**src/rtl/bridge_traffic_counter.sv**
```systemverilog
// bridge_traffic_counter: bridge deck occupancy counter with a drain/raise permission FSM.
// Sensor inputs are edge detected; every output is registered.
module bridge_traffic_counter #(
   parameter int CNT_W    = 4,
   parameter int CAPACITY = 10
) (
   input  logic             Clk,
   input  logic             Reset,
   input  logic             CarIn,
   input  logic             CarOut,
   input  logic             RaiseReq,
   input  logic             ErrClr,
   output logic [CNT_W-1:0] Count,
   output logic             ExistCar,
   output logic             Full,
   output logic             EntryAllowed,
   output logic             BridgeUp,
   output logic             Error
);
   typedef enum logic [1:0] {OPEN, DRAIN, RAISED} state_t;
   localparam logic [CNT_W-1:0] CNT_MAX = '1;
   localparam logic [CNT_W-1:0] CAP     = CNT_W'(CAPACITY);
   state_t           state, state_nxt;
   logic             prev_in, prev_out, ev_in, ev_out, inc, dec, sat_hi, sat_lo;
   logic             err_set, entry_nxt, up_nxt;
   logic [CNT_W-1:0] count_nxt;
   always_comb begin
      ev_in     = CarIn & ~prev_in;
      ev_out    = CarOut & ~prev_out;
      inc       = ev_in & ~ev_out;
      dec       = ev_out & ~ev_in;
      sat_hi    = inc && Count == CNT_MAX;
      sat_lo    = dec && Count == '0;
      count_nxt = (inc && !sat_hi) ? Count + 1'b1 : (dec && !sat_lo) ? Count - 1'b1 : Count;
      // a car entering a raised deck is still counted but is always an error
      err_set   = sat_hi | sat_lo | (ev_in && state == RAISED);
   end
   always_comb
      state_nxt = state == OPEN   ? (RaiseReq ? DRAIN : OPEN)
                : state == DRAIN  ? (!RaiseReq ? OPEN : count_nxt == '0 ? RAISED : DRAIN)
                : state == RAISED ? (ev_in ? DRAIN : !RaiseReq ? OPEN : RAISED)
                : OPEN;
   always_comb begin
      entry_nxt = state_nxt == OPEN && count_nxt < CAP;
      up_nxt    = state_nxt == RAISED;
   end
   always_ff @(posedge Clk or negedge Reset)
      if (!Reset) begin
         state        <= OPEN;
         prev_in      <= 1'b0;
         prev_out     <= 1'b0;
         Count        <= '0;
         ExistCar     <= 1'b0;
         Full         <= 1'b0;
         EntryAllowed <= 1'b1;
         BridgeUp     <= 1'b0;
         Error        <= 1'b0;
      end else begin
         state        <= state_nxt;
         prev_in      <= CarIn;
         prev_out     <= CarOut;
         Count        <= count_nxt;
         ExistCar     <= count_nxt != '0;
         Full         <= count_nxt >= CAP;
         EntryAllowed <= entry_nxt;
         BridgeUp     <= up_nxt;
         Error        <= err_set ? 1'b1 : ErrClr ? 1'b0 : Error;
      end
endmodule
```
**config.mk**
```make
export PLATFORM = sky130hd
export DESIGN_NAME = bridge_traffic_counter
export DESIGN_NICKNAME = d
export VERILOG_FILES = /design/src/rtl/bridge_traffic_counter.sv
export SDC_FILE = /design/constraint.sdc
export NUM_CORES = 1
export LEC_CHECK = 0
export ABC_AREA = 1
export CAP_MARGIN = 10
export CORE_AREA = 3 3 43 45
export CTS_BUF_LIST = sky130_fd_sc_hd__clkbuf_8
export DETAILED_ROUTE_END_ITERATION = 8
export DIE_AREA = 0 0 46 48
export PLACE_DENSITY = 0.77
export RECOVER_POWER = 25
export SETUP_SLACK_MARGIN = 0.4
export SYNTH_ARGS = -nofsm -noshare
export SYNTH_HDL_FRONTEND = slang
export SYNTH_SLANG_ARGS = --single-unit
```
**constraint.sdc**
```tcl
create_clock -name Clk -period 2 [get_ports Clk]
set_input_delay 0.2 -clock Clk [delete_from_list [all_inputs] [get_ports Clk]]
set_output_delay 0.2 -clock Clk [all_outputs]
set_load 0.02 [all_outputs]
```
==> impl_metrics.py <==
metrics = {
    "outcome": {
        "outcome": "complete, no violations",
    },
    "finish": {
        "fin_nets": 129,
        "syn2layout_area_growth_pct": 49.6,
        "layoutNonFillerInstCount": 136,
        "fillerInstances": 112,
        "drive_gt1_share_pct": 39.2,
        "fin_area_um2": 1150,
        "antenna_cells": 0,
    },
    "yosys": {
        "ys_seq_elements": 13,
        "syn_nets": 102,
        "synth_area_um2": 772,
        "ys_async_sr_fraction_pct": 100,
        "synthTopCellsByArea": "dfrtp_1, nand2_1, nand3_1",
        "synth_edf_count": 0,
        "synth.most_common_cell": "nand2_1",
        "synth_cell_types": 23,
        "synthMuxAreaShare_pct": 0,
        "avgSynthCellArea_um2": 8.21,
        "synth_top_area_share_pct": 38.9,
        "yosys.area.top_type": "dfrtp_1",
        "synth-simple-area-share_pct": 40.7,
        "synthXorXnorAreaFrac_pct": 1.13,
        "synth_compound_area_share_pct": 3.89,
        "synth_cells": 94,
        "ys_top_cells_by_count": "nand2_1, inv_1, dfrtp_1",
        "yosys_warnings": 0,
        "ys_seq_area_share_pct": 42.3,
        "synth_flop_cell": "dfrtp_1",
        "synth_top_family_by_area": "simple AND/OR/NAND/NOR gates",
        "synth_fa_ha_area_share_pct": 3.24,
    },
    "drt": {
        "wl_per_cell_um": 12.9,
        "drt_iter0_drc": 9,
        "drc": 0,
        "wl_met2_um": 887,
        "drt_pass1_iterations": 4,
        "drtAntennaViolNets": 0,
        "wl_um": 1760,
        "via_per_inst": 5.12,
        "wl_met1_um": 760,
        "top_layer": "met4",
        "vias": 696,
        "met3_length_um": 61,
    },
    "critical_path": {
        "cp-end-kind": "flop",
        "worst-path-max-fanout": 5,
        "arrival_ns": 1.80,
        "r2r_cells": 10,
        "crit_type": "input pin to flop",
        "worstSetupStartpoint": "CarIn",
        "r2r_slack_ns": 0.38,
        "critPathRequiredTime_ns": 2.18,
        "timing.rr.start": "Count[0]$_DFF_PN0_",
        "start_kind": "input pin",
    },
    "floorplan": {
        "core_area_um2": 1510,
        "floorplan.io_pins": 15,
        "start_util_pct": 51.2,
        "die_h_um": 48,
        "row_count": 14,
        "dieArea_um2": 2210,
        "die_w_um": 46,
    },
    "pwr": {
        "power_frac_seq_pct": 28.1,
        "internal_power_mw": 0.985,
        "p_leak_nw": 0.552,
        "comb_power_share_pct": 58.7,
        "pwr-share-clk_pct": 13.2,
        "p_sw_share_pct": 42.8,
        "p_switching_mw": 0.738,
        "ir_worst_vdd_mv": 1.00,
        "p_per_area_nw_per_um2": 1490,
    },
    "sta": {
        "worst_pin_slew_ns": 0.587,
        "setup_viol_count_final": 0,
        "finalCritPeriodShare_pct": 80.9,
        "fin_ws_ns": 0.383,
        "rsz0062_at_grt": "yes",
        "relSlewSlack_pct": 60.7,
        "hold_viol_final": 0,
        "drv_slew": 0,
        "finalCriticalPeriod_ns": 1.62,
        "clock_skew_ns": 0.00478,
        "fin_tns_setup_ns": 0,
        "fmaxAchievable_mhz": 618,
    },
    "global_routing": {
        "gr-total-overflow": 0,
        "grt_usage_pct": 17.9,
        "grt_pass1_wl_um": 2680,
        "grt_max_degree": 14,
        "antenna_found_initial": 0,
        "grt_pass1_vias": 671,
    },
    "hold_path": {
        "hold_path.class": "input pin to asynchronous set/reset pin",
    },
    "run": {
        "maxCapViolCount": 0,
    },
    "clock_tree": {
        "cts_buffer_depth": 2,
        "insertion_delay_ns": 0.24,
        "cts_buffers": 3,
        "cts_root_buf": "clkbuf_8",
        "cts.sinks": 13,
        "ctsHoldBuffers": 0,
        "cts_tree": "yes",
        "htreeDepth": 1,
        "clk_pin_slew_worst_paths_ns": 0.06,
    },
    "place": {
        "io_buffers": 14,
        "placed_area_um2": 923,
        "gp_congestion": 0.912,
        "place_ws_ns": 0.208,
        "dp_hpwl_um": 1210,
        "placedCellCount": 123,
    },
}
flip-flops by register name, indices dropped and copies added, names as in the netlist:
name and cells:
Count 4, ExistCar 1, state 2, Full 1, BridgeUp 1, prev_out 1, Error 1, prev_in 1
EntryAllowed 1
worst paths after layout:
check,end
worst max register to register,EntryAllowed$_DFF_PN1_
max in group asynchronous,Count[2]$_DFF_PN0_
worst min register to register,Error$_DFFE_PN0P_
min in group Clk,Error$_DFFE_PN0P_
worst min-delay path,prev_out$_DFF_PN0_
worst max-delay path,EntryAllowed$_DFF_PN1_
power groups by stage:
| stage | registers [mW] | logic (mW) | clock network, mW |
|---|---|---|---|
| 3_5_place_dp | 0.462 | 0.752 | 0 |
| 2_1_floorplan | 0.525 | 0.455 | 0 |
| 3_3_place_gp | 0.458 | 0.749 | 0 |
| 5_1_grt | 0.495 | 1.10 | 0.244 |
| 4_1_cts | 0.467 | 0.821 | 0.232 |
| 6_report | 0.483 | 1.01 | 0.228 |
area by class of cell:
type | count | area, µm² | share of cell area, %
clock buffers | 3 | 41.3 | 3.58
clock inverters | 1 | 3.75 | 0.325
inverters | 15 | 58.8 | 5.09
multi-input cells | 65 | 487 | 42.1
flip-flops and latches | 13 | 330 | 28.6
well taps | 16 | 20.0 | 1.73
repair buffers | 23 | 214 | 18.5
cells by family (layout without fill, tap and decap cells):
group / count (synthesis) / in the layout
AO/OA/AOI/OAI: 4 / 4
adder cells (fa/ha/maj): 2 / 2
flip-flops: 13 / 13
buffers and inverters: 16 / 42
AND/OR/NAND/NOR: 58 / 58
XOR/XNOR: 1 / 1
critical path: stages:
cell,delay (ns)
dlygate4sd3_1,0.58
nand2_2,0.14
nor2_4,0.16
nand3_1,0.10
nand2_1,0.07
nand2_1,0.06
nand2_2,0.11
nor2_1,0.06
nand3_1,0.10
nand3_1,0.10
a21oi_2,0.11
through the flow:
step                power, mW  util (%)  hold WS, ns
global placement         1.21      61.3        0.519
finish                   1.72      76.7        0.397
floorplan               0.980         -      -0.0956
detailed placement       1.21      61.3        0.553
global route             1.84      76.7        0.426
CTS                      1.52      67.7        0.352
metal layers:
layer / GRT usage (%) / vias to the layer above
met5: 0 / -
met4: 11.4 / 0
met3: 5.64 / 6
met2: 29.7 / 17
met1: 19.8 / 324
li1: - / 349
layout by cell type, fill, tap and decap left out:
cell and n:
a21boi_2 1, a21oi_2 1, a311oi_1 1, buf_4 8, buf_6 1, clkbuf_8 3
clkdlybuf4s50_1 10, dfrtp_1 9, dfrtp_2 3, dfstp_2 1, dlygate4sd3_1 3, dlymetal6s2s_1 1
ha_4 2, inv_1 13, inv_2 2, inv_4 1, nand2_1 16, nand2_2 7
nand2_4 2, nand3_1 8, nand3_2 4, nand3_4 3, nand3b_1 1, nand4_1 1
nor2_1 5, nor2_2 1, nor2_4 7, nor3_1 2, nor3b_1 1, o21ai_0 1
xor2_1 1
what timing repair did:
action	CTS	global route
resized for setup	8	19
setup endpoints to repair	5	6
pin swaps	3	9
gates cloned	0	0
endpoints found under the hold margin	0	0
buffers inserted	2	7
Power figures use the tool's default switching activity.
